File: config.mk
export PLATFORM = sky130hd
export DESIGN_NAME = i2c_txn_arbiter
export DESIGN_NICKNAME = d
export VERILOG_FILES = /design/src/rtl/i2c_txn_arbiter.sv
export SDC_FILE = /design/constraint.sdc
export NUM_CORES = 1
export LEC_CHECK = 0
export BUFFER_PORTS_ARGS = -buffer_cell sky130_fd_sc_hd__buf_4
export CAP_MARGIN = 20
export CORE_AREA = 2 2 140 142
export DETAILED_ROUTE_END_ITERATION = 12
export DIE_AREA = 0 0 142 144
export SKIP_CTS_REPAIR_TIMING = 1
export SLEW_MARGIN = 15
export SYNTH_ARGS = -nofsm -noshare
export SYNTH_HDL_FRONTEND = slang
export SYNTH_SLANG_ARGS = --single-unit
File: constraint.sdc
create_clock -name clk -period 5 [get_ports clk]
set_input_delay 1 -clock clk [delete_from_list [all_inputs] [get_ports clk]]
set_output_delay 1 -clock clk [all_outputs]
set_load 0.1 [all_outputs]
File: src/rtl/i2c_txn_arbiter.sv
// Round-robin arbiter that shares one i2c_simple_master between NUM_REQ clients.
// It loads the winner's bytes, strobes the master, waits for completion, retries
// NACKed transfers up to MAX_RETRY times and reports one status pulse per request.
module i2c_txn_arbiter #(
  parameter int unsigned NUM_REQ      = 4,
  parameter int unsigned MAX_RETRY    = 2,
  parameter int unsigned BUSY_TIMEOUT = 1024,
  parameter int unsigned DONE_TIMEOUT = 65535
) (
  input  logic                  clk,
  input  logic                  rst_n,
  input  logic [NUM_REQ-1:0]    req,
  input  logic [3*NUM_REQ-1:0]  req_len,
  input  logic [64*NUM_REQ-1:0] req_data,
  output logic [NUM_REQ-1:0]    req_ack,
  output logic                  rsp_valid,
  output logic [2:0]            rsp_id,
  output logic [1:0]            rsp_status,
  output logic                  arb_busy,
  output logic                  m_start,
  output logic [7:0]            m_data [0:7],
  output logic [2:0]            m_num_bytes,
  input  logic                  m_busy,
  input  logic                  m_done,
  input  logic                  m_ack_error
);

  localparam int unsigned MaxTimeout = (BUSY_TIMEOUT > DONE_TIMEOUT) ? BUSY_TIMEOUT : DONE_TIMEOUT;
  localparam int unsigned TimerW     = $clog2(MaxTimeout + 1);
  localparam int unsigned RetryW     = $clog2(MAX_RETRY + 2);
  localparam int unsigned IdW        = $clog2(NUM_REQ);

  localparam logic [1:0] StatusOk      = 2'b00;
  localparam logic [1:0] StatusNack    = 2'b01;
  localparam logic [1:0] StatusTimeout = 2'b10;
  localparam logic [1:0] StatusBadLen  = 2'b11;

  typedef enum logic [2:0] {
    StIdle, StLoad, StStrobe, StWaitBusy, StWaitDone, StWaitIdle, StResp
  } state_e;

  state_e              state_q, state_d;
  logic [IdW-1:0]      id_q, id_d;
  logic [1:0]          status_q, status_d;
  logic [RetryW-1:0]   retry_q, retry_d;
  logic                ack_err_q, ack_err_d;
  logic [TimerW-1:0]   timer_q;
  logic [IdW-1:0]      rr_q;
  logic [NUM_REQ-1:0]  mask_q;
  logic [7:0]          data_q [0:7];
  logic [2:0]          nbytes_q;

  logic [2:0]          len_arr  [NUM_REQ];
  logic [63:0]         data_arr [NUM_REQ];
  logic                grant_valid;
  logic [IdW-1:0]      grant_id;

  for (genvar r = 0; r < NUM_REQ; r++) begin : g_unpack
    assign len_arr[r]  = req_len[3*r +: 3];
    assign data_arr[r] = req_data[64*r +: 64];
  end

  // Round-robin search: first unmasked request strictly after the last winner.
  always_comb begin
    grant_valid = 1'b0;
    grant_id    = '0;
    for (int unsigned k = 1; k <= NUM_REQ; k++) begin
      logic [IdW-1:0] idx;
      idx = IdW'((32'(rr_q) + k) % NUM_REQ);
      if (!grant_valid && req[idx] && !mask_q[idx]) begin
        grant_valid = 1'b1;
        grant_id    = idx;
      end
    end
  end

  // State and transaction context registers.
  always_ff @(posedge clk or negedge rst_n) begin
    if (!rst_n) begin
      state_q   <= StIdle;
      id_q      <= '0;
      status_q  <= StatusOk;
      retry_q   <= '0;
      ack_err_q <= 1'b0;
    end else begin
      state_q   <= state_d;
      id_q      <= id_d;
      status_q  <= status_d;
      retry_q   <= retry_d;
      ack_err_q <= ack_err_d;
    end
  end

  // Timer, rr pointer, post-ack mask and the byte/count latch feeding the master.
  always_ff @(posedge clk or negedge rst_n) begin
    if (!rst_n) begin
      timer_q  <= '0;
      rr_q     <= IdW'(NUM_REQ - 1);
      mask_q   <= '0;
      nbytes_q <= '0;
      for (int b = 0; b < 8; b++) data_q[b] <= '0;
    end else begin
      if (state_d != state_q) timer_q <= '0;
      else if (timer_q != '1) timer_q <= timer_q + 1'b1;
      if (state_q == StIdle && grant_valid) rr_q <= grant_id;
      // Keep the just-acked requester out of the very next arbitration.
      mask_q <= (state_q == StResp) ? (NUM_REQ'(1) << id_q) : '0;
      if (state_q == StLoad) begin
        nbytes_q <= len_arr[id_q];
        for (int b = 0; b < 8; b++) data_q[b] <= data_arr[id_q][8*b +: 8];
      end
    end
  end

  // Next-state logic.
  always_comb begin
    state_d   = state_q;
    id_d      = id_q;
    status_d  = status_q;
    retry_d   = retry_q;
    ack_err_d = ack_err_q;
    case (state_q)
      StIdle: begin
        if (grant_valid) begin
          id_d      = grant_id;
          retry_d   = '0;
          ack_err_d = 1'b0;
          if (len_arr[grant_id] == 3'd0) begin
            status_d = StatusBadLen;
            state_d  = StResp;
          end else begin
            status_d = StatusOk;
            state_d  = StLoad;
          end
        end
      end
      StLoad:   state_d = StStrobe;
      StStrobe: begin
        ack_err_d = 1'b0;
        state_d   = StWaitBusy;
      end
      StWaitBusy: begin
        if (m_busy) begin
          state_d = StWaitDone;
        end else if (timer_q == TimerW'(BUSY_TIMEOUT)) begin
          status_d = StatusTimeout;
          state_d  = StResp;
        end
      end
      StWaitDone: begin
        if (m_done) begin
          ack_err_d = m_ack_error;
          state_d   = StWaitIdle;
        end else if (timer_q == TimerW'(DONE_TIMEOUT)) begin
          status_d = StatusTimeout;
          state_d  = StWaitIdle;
        end
      end
      StWaitIdle: begin
        // The master cannot be aborted, so its busy must clear before anything else.
        if (!m_busy) begin
          if (ack_err_q && retry_q < RetryW'(MAX_RETRY)) begin
            retry_d = retry_q + 1'b1;
            state_d = StStrobe;
          end else begin
            if (ack_err_q) status_d = StatusNack;
            state_d = StResp;
          end
        end
      end
      StResp: begin
        retry_d = '0;
        state_d = StIdle;
      end
      default: state_d = StIdle;
    endcase
  end

  // Outputs decoded from the current state.
  always_comb begin
    req_ack    = '0;
    rsp_valid  = 1'b0;
    rsp_id     = '0;
    rsp_status = '0;
    m_start    = 1'b0;
    arb_busy   = (state_q != StIdle);
    if (state_q == StResp) begin
      req_ack    = NUM_REQ'(1) << id_q;
      rsp_valid  = 1'b1;
      rsp_id     = 3'(id_q);
      rsp_status = status_q;
    end
    if (state_q == StStrobe) m_start = 1'b1;
  end

  assign m_data      = data_q;
  assign m_num_bytes = nbytes_q;

endmodule
* After elaboration in Yosys (flattened, before gate mapping)
Cells that the tools add are included.
** Storage, ports and cells
- Flip-flop bits (word level) :: 99
- Input bits :: 277
- Output and inout bits :: 79
- Logic and storage cells :: 146
** Operators by class
- $add $sub $neg :: 6
- $lt $le $gt $ge :: 7
- Equality and inequality tests :: 20
- Shift-type cells :: 1
- Mux-type cells :: 66
- Bitwise logic cells :: 2
- Reductions and logical operators :: 27
** Operator list (number)
- 64-bit binary-select mux with 2-bit select :: 1
- 64-bit two-way mux :: 2
- 2-bit two-way mux :: 18
- 3-bit two-way mux :: 12
- 16-bit two-way mux :: 2
- 2-bit != test, second input constant :: 10
- 3-bit one-hot mux with 6 select lines :: 1
- 16-bit by 1-bit adder with 16-bit output, second input constant :: 1
- 1-bit binary-select mux with 2-bit select :: 8
- 16-bit by 11-bit == test with 1-bit output, second input constant :: 1
- 16-bit == test, second input constant :: 1
- 1-bit two-way mux :: 16
- 16-bit != test, second input constant :: 1
- 3-bit binary-select mux with 2-bit select :: 2
- 2-bit by 3-bit less-than comparator with 1-bit output, second input constant :: 4
- 3-bit == test, second input constant :: 3
- 1-bit logical AND :: 9
- 9-bit AND reduction :: 1
- 3-bit nonzero test :: 3
- 2-bit one-hot mux with 4 select lines :: 1
- 1-bit zero test :: 7
- 2-bit by 1-bit adder with 2-bit output, second input constant :: 3
- 3-bit by 2-bit == test with 1-bit output, second input constant :: 2
- 3-bit greater-or-equal comparator, second input constant :: 2
- other kinds (15) :: 18

* Longest topological paths before layout
Gate-level depths: netlist (run 1).
- Depth in word-level cells :: 28
- Mapped depth :: 8
- Mapped depth without buffers :: 7

* Worst setup path before layout (run 1)
Ideal clock, no wire load.
- Kind :: flip-flop to output port
- Start :: register state_q[2]
- End :: output req_ack[2]
- Arrival :: 5.566 ns
- Required time :: 4.000 ns
- Path slack :: -1.566 ns
- Stages on the path, launching flop included :: 6
- Path buffers :: 1
- Cells stage by stage :: dfrtp_1 > buf_6 > clkinv_1 > nor3b_1 > and2_1 > nor2b_1
** Between the ends
- Word-level cells in the longest chain between the ends :: 2
** Ends and longest elaborated chain
- from (decl) :: RTL line 42 : state_e state_q, state_d;
- from (signal assigned) :: RTL line 80 : state_q <= StIdle;
- from (signal assigned) :: RTL line 86 : state_q <= state_d;
- 3-bit == test :: RTL line 187 : if (state_q == StResp) begin
- 4-bit two-way mux :: RTL line 187
- to (decl) :: RTL line 15 : output logic [NUM_REQ-1:0] req_ack,
No other way between the ends.

* Worst setup path after layout (run 1)
Same ends and word-level chain as after synthesis.

==> results of run 1 <==
## kinds of logic after synthesis
family | Yosys count
multiplexers | 138
buffers and inverters | 35
flip-flops | 99
other | 1
AO/OA/AOI/OAI | 31
XOR/XNOR | 14
AND/OR/NAND/NOR | 120
adder cells (fa/ha/maj) | 2
## power groups by stage
stage | registers, W | logic [W] | clock network [W]
final | 0.00154 | 0.00443 | 0.000669
after global routing | 0.00161 | 0.00459 | 0.000727
after CTS | 0.00156 | 0.00447 | 0.000698
after detailed placement | 0.00156 | 0.00446 | 0
after global placement | 0.00155 | 0.00442 | 0
after floorplan | 0.00335 | 0.00167 | 0
## worst paths after layout
path / cells past startpoint / start / endpoint
max: 5 / state_q[2] / req_ack[2]
min: 1 / status_q[0] / status_q[0]
max reg2reg: 3 / id_q[0] / m_data[42]
min reg2reg: 1 / status_q[0] / status_q[0]
max in group asynchronous: 2 / rst_n / m_data[52]
min in group asynchronous: 1 / rst_n / m_data[51]
## metrics by stage
stage	hold WS (ns)	power, W	worst slack, ns
2_1_floorplan	0.4502	0.005013	0.08478
3_3_place_gp	0.4844	0.005973	2.192
3_5_place_dp	0.4908	0.006025	2.140
4_1_cts	0.5070	0.006720	1.746
5_1_grt	0.5235	0.006925	1.547
6_report	0.5034	0.006640	1.752
## registers in the layout, summed over array words and instances, names as in the netlist
name,flops
status_q,2
ack_err_q,1
rr_q,2
m_num_bytes,3
mask_q,4
timer_q,16
retry_q,2
m_data,64
state_q,3
id_q,2
## synth_stat cells (all sizes together) (3+ instances only)
cell type	number
xnor2	8
and2	4
and3b	3
nor2	35
inv	4
nand3	12
nor4	3
mux4	67
nand4	7
o21ai	9
and3	3
clkbuf	11
nand2b	5
mux2i	4
xor2	6
buf	19
nor3b	4
mux2	67
nor3	8
nand2	23
dfrtp	97
## per-layer routing
metal	global-route usage	wire length, um
met4	0.04316	295
met2	0.3181	10180
met5	0	0
met3	0.05265	1587
met1	0.2259	7540
## critical path, cell delays in order (launching register included)
cell and delay [ns]:
dfrtp_1 0.50, clkinv_1 0.30, nor3b_2 0.44, and2_1 0.21
nor2b_2 0.16, buf_4 0.30
## layout by cell type, fill, tap and decap left out, drive strengths merged, types with 2 or more instances in the layout
master    netlist  layout
nand2          23      23
nor2           35      35
xor2            6       6
o21ai           9       9
mux2           67      67
nand2b          5       5
nor3            8       8
clkbuf         11      10
inv             4       7
ha              2       2
a21oi           2       2
xnor2           8       8
nand3          12      12
or2             2       2
nor2b           2       2
o211ai          2       2
a221o           2       2
and3            3       3
nand4           7       7
clkinvlp        0       2
and4            2       2
o22ai           2       2
clkinv          1       2
and2            4       4
and2b           2       2
nor3b           4       4
nor4            3       3
dfstp           2       2
buf            19     358
mux2i           4       4
dfrtp          97      97
mux4           67      67
a31oi           2       2
and3b           3       3
## layout make-up
| type | count | area (sq um) |
|---|---|---|
| Clock buffer | 10 | 229.0 |
| Clock inverter | 6 | 48.80 |
| Fill cell | 1714 | 9953 |
| Inverter | 5 | 18.77 |
| Multi-Input combinational cell | 306 | 3357 |
| Sequential cell | 99 | 2487 |
| Tap cell | 238 | 297.8 |
| Timing Repair Buffer | 358 | 2688 |
==> flow_summary.yaml, run 1 <==
clocking:
  cts_tree: "done"
  clkTransAtPathRegs_ns: 0.07
  clockBufferDepth: 2
  clkSinkCount: 99
  htreeDepth: 3
  cts_buffers: 9
  cts-root-buf: "clkbuf_16"
  clk_latency_ns: 0.35
final_layout:
  fin_area_sq_um: 9126
  final_util: 0.4783
  diodes: 0
  drive_above_1_share: 0.6722
  nets: 1058
  area_growth_pct: 52.02
  fin_cells: 1022
logic_synthesis:
  synthAdderAreaFrac: 0.004168
  yosysWarnings: 0
  synthTopCellsByArea: "dfrtp_1, mux4_2, mux2_2"
  synthFlopType: "dfrtp_1"
  yosysTopAreaCell: "dfrtp_1"
  synthXorXnorAreaFrac: 0.02043
  synth_compound_area_frac: 0.04106
  ys_async_sr_fraction: 1.000
  netlist.area_leader.share: 0.4043
  syn_avg_cell_area_sq_um: 13.64
  ys_types: 61
  synth_mux_area_frac: 0.3837
  synth_seq_cells: 99
  syn_nets: 719
  synth_top_family_by_area: "multiplexers"
  synth_simple_gate_area_share: 0.1063
  syn_inst: 440
  syn_area_sq_um: 6003
  synth_edf_count: 0
  seq_area_frac_synth: 0.4131
grt:
  grtUsageTotal: 0.1830
  grt_pass1_vias: 5289
  antenna_found_initial: 0
  overflow: 0
  grt_max_degree: 73
  grt_pass1_wl_um: 28530
power_and_ir_drop:
  clkPwrFrac: 0.101
  p_int_w: 0.002953
  peakVddDrop_mv: 0.4976
  share_seq_of_total_power: 0.233
  combPwrFrac: 0.667
  p_sw_w: 0.003687
  powerDensity_nw_per_um2: 727.6
  switching_share: 0.5553
  p_leak_nw: 4.150
sta:
  worstMarginPinSlew_ns: 0.9892
  rsz0062_at_grt: "no"
  hold_viol: 0
  skew_ns: 0.01044
  fin_tns_setup_ns: 0
  max_freq_mhz: 307.9
  setup_violations: 0
  period_share: 0.6495
  report.final.slew_viol_count: 0
  max_slew_margin: 0.3406
  fin_crit_ns: 3.248
setup_path:
  critPathKind: "reg -> out"
  rrSetupSlack_ns: 2.42
  end_kind: "output port"
  cp.required_ns: 4.00
  crit_arrival_ns: 2.25
  critPathMaxFanout: 10
  critPathLaunchType: "flip-flop"
floorplanning:
  std_cell_rows: 51
  core_sq_um: 19080
  ios: 356
  start_util: 0.3146
  die_x_um: 142
  fp.dieH_um: 144
  dieArea_sq_um: 20450
place:
  place_congestion: 0.8904
  dpl.cell_count: 1006
  place_area_sq_um: 8848
  dp_hpwl_um: 15720
  port_buffers: 354
drt:
  viasPerCell: 5.033
  wl_per_cell_um: 19.18
  wl_um: 19600
  drc_errors: 0
  via_count: 5144
  drtPass1Iterations: 4
  antenna_left: 0
  drt-initial-drc-count: 227
job:
  maxCapViolations: 0
worst_hold_path:
  worstHoldPathType: "reg -> reg"
status:
  status: "finished, final reports clean"
No activity file was read; power rests on OpenSTA's default activity.
==> inputs of run 2 (changes only) <==
ABC_AREA = 1   (was not set)
CORE_AREA = 2 2 137 139   (was 2 2 140 142)
DIE_AREA = 0 0 139 141   (was 0 0 142 144)
PLACE_DENSITY = 0.67   (was not set)
clock period = 3.1 ns   (was 5 ns; I/O delays follow)
==> run 2 against run 1 <==
  * Sequential cell count unchanged
  * Count of clock-buffer cells in the layout increased by 2
  * Clock power increased by 75%
  * Cell count increased by 35%
  * Via count increased by 39%
  * Wire length increased by 24%
  * Synthesized area increased by 8.4%
  * Sequential share of layout area decreased by 1.8 points
  * Critical path depth unchanged
  * First-iteration DRC count increased by 54%
  * Global-route usage increased by 5.8 points
  * Non-clock buffer count increased by 8
==> flow_summary.yaml, run 2 <==
clocking:
  cts_tree: "done"
  clkTransAtPathRegs_ns: 0.07
  clkSinkCount: 99
  cts_buffers: 9
  clockBufferDepth: 2
  cts-root-buf: "clkbuf_16"
  htreeDepth: 3
  clk_latency_ns: 0.34
setup_path:
  critPathMaxFanout: 9
  slowest_stage: "dfrtp_1"
  path_buf_inv: 3
  path_cells: "inv_2, nor3_4, clkinv_4, nor3_4, buf_4"
  critPathMostFrequentCell: "nor3_4"
  critPathMaxStageDelay_ns: 0.49
  end_kind: "output port"
  rrSetupSlack_ns: 0.63
  critPathKind: "reg -> out"
  crit_family: "buffers and inverters"
  cp.required_ns: 2.48
  critPathLaunchType: "flip-flop"
  crit_arrival_ns: 1.93
power_and_ir_drop:
  peakVddDrop_mv: 0.9804
  p_leak_nw: 4.536
  powerDensity_nw_per_um2: 1261
floorplanning:
  std_cell_rows: 50
  die_x_um: 139
  ios: 356
  start_util: 0.3563
  fp.dieH_um: 141
  dieArea_sq_um: 19600
  core_sq_um: 18270
final_layout:
  nets: 1417
  largest_register_ffs: 64
  area_growth_pct: 49.85
  drive_above_1_share: 0.4479
  final_common_cell: "buf_4"
  mostFrequentLayoutCells: "buf_4, nor2_1, o21ai_0"
logic_synthesis:
  yosysWarnings: 0
  syn_avg_cell_area_sq_um: 7.986
  syn_inst: 815
  synthTopCellsByArea: "dfrtp_1, mux2_2, o21ai_0"
  syn_area_sq_um: 6509
  synth_edf_count: 0
  ys_types: 47
  yosys-top-cells-count: "nor2_1, o21ai_0, dfrtp_1"
  seq_area_frac_synth: 0.3810
  yosysMostFrequentCell: "nor2_1"
  yosysTopAreaCell: "dfrtp_1"
  netlist.area_leader.share: 0.3729
  synthFlopType: "dfrtp_1"
  syn_nets: 1094
  synth_seq_cells: 99
  ys_async_sr_fraction: 1.000
sta:
  rsz0062_at_grt: "no"
  max_slew_margin: 0.5475
  period_share: 0.8228
  report.final.slew_viol_count: 0
  worstMarginPinSlew_ns: 0.6787
  max_freq_mhz: 392.1
  fin_tns_setup_ns: 0
  fin_crit_ns: 2.551
  setup_violations: 0
  hold_viol: 0
  hold_ws_ns: 0.2796
  skew_ns: 0.008318
drt:
  viasPerCell: 5.199
  wl_um: 24300
  wl_per_cell_um: 17.64
  drc_errors: 0
  antenna_left: 0
  drtPass1Iterations: 5
  drt-initial-drc-count: 350
  via_count: 7164
grt:
  grtUsageTotal: 0.2414
  grt_pass1_vias: 6937
  grt_max_degree: 77
  grt_pass1_wl_um: 37380
  overflow: 0
  antenna_found_initial: 3
worst_hold_path:
  worstHoldPathType: "in -> async"
status:
  status: "finished, final reports clean"
job:
  maxCapViolations: 0
place:
  dp_hpwl_um: 18660
  port_buffers: 354
  place_congestion: 0.9019
-- run 2: cell count changes in the layout (fill, tap and decap cells not counted), sizes merged, moves of 4 or more --
cell,change
o21ai,+143
mux2i,-4
nor2,+141
nor3,+9
nor3b,-4
nand2b,-5
inv,+39
nand3,+21
o22ai,+65
buf,+8
xnor2,-7
nand2,+41
mux4,-67
-- run 2: worst paths after layout --
| path | from | to | depth (start not counted) |
|---|---|---|---|
| worst max-delay path | state_q[2] | req_ack[0] | 5 |
| worst min-delay path | rst_n | ack_err_q | 1 |
| worst max register to register | rr_q[0] | timer_q[4] | 15 |
| worst min register to register | m_data[54] | m_data[54] | 1 |
| max in group asynchronous | rst_n | m_data[24] | 2 |
| min in group clk | m_data[54] | m_data[54] | 1 |
-- run 2: cell type report --
class	count	area, sq um
Clock buffer	12	256.5
Clock inverter	4	48.80
Timing Repair Buffer	366	2773
Tap cell	234	292.8
Multi-Input combinational cell	615	3709
Inverter	47	186.4
Antenna cell	1	2.502
Sequential cell	99	2485
Fill cell	1787	8514
-- run 2: logic make-up (layout without fill, tap and decap cells) --
group,count (synthesis),count (layout),synth area share
adders and majority gates,2,2,0.003844
AOI/OAI and AO/OA,232,232,0.1970
other,1,2,0.0005761
buffers and inverters,101,429,0.06363
muxes,67,67,0.1159
DFF,99,99,0.3810
xor gates and xnor gates,9,9,0.01211
and+or+nand+nor,304,304,0.2259
-- run 2: routing by layer --
layer  GRT usage  wire length (um)  up-vias
li1            -                 -     3467
met1      0.3085             10340     3333
met2      0.3837             11150      299
met3     0.06046              1824       59
met4      0.1138               929        6
met5     0.01754                65        -
-- run 2: metrics by stage --
stage               instances  total power (W)  setup slack (ns)  utilization  instance area [sq um]
floorplan                 815         0.009094           -0.1298            -                   6600
global placement         1361          0.01109            0.6363       0.5171                   9445
detailed placement       1361          0.01115            0.5770       0.5171                   9445
CTS                      1377          0.01238            0.5213       0.5338                   9751
global route             1378          0.01298            0.4358       0.5339                   9753
finish                   1378          0.01230            0.5495       0.5339                   9753
-- run 2: report_power, final --
group / switching [W] / leakage (nW) / internal, W / total (W)
clock: 0.000500 / 0.153 / 0.000670 / 0.00117
combinational: 0.00646 / 3.17 / 0.00241 / 0.00886
sequential: 0.000391 / 1.21 / 0.00187 / 0.00226
total: 0.00735 / 4.54 / 0.00495 / 0.0123
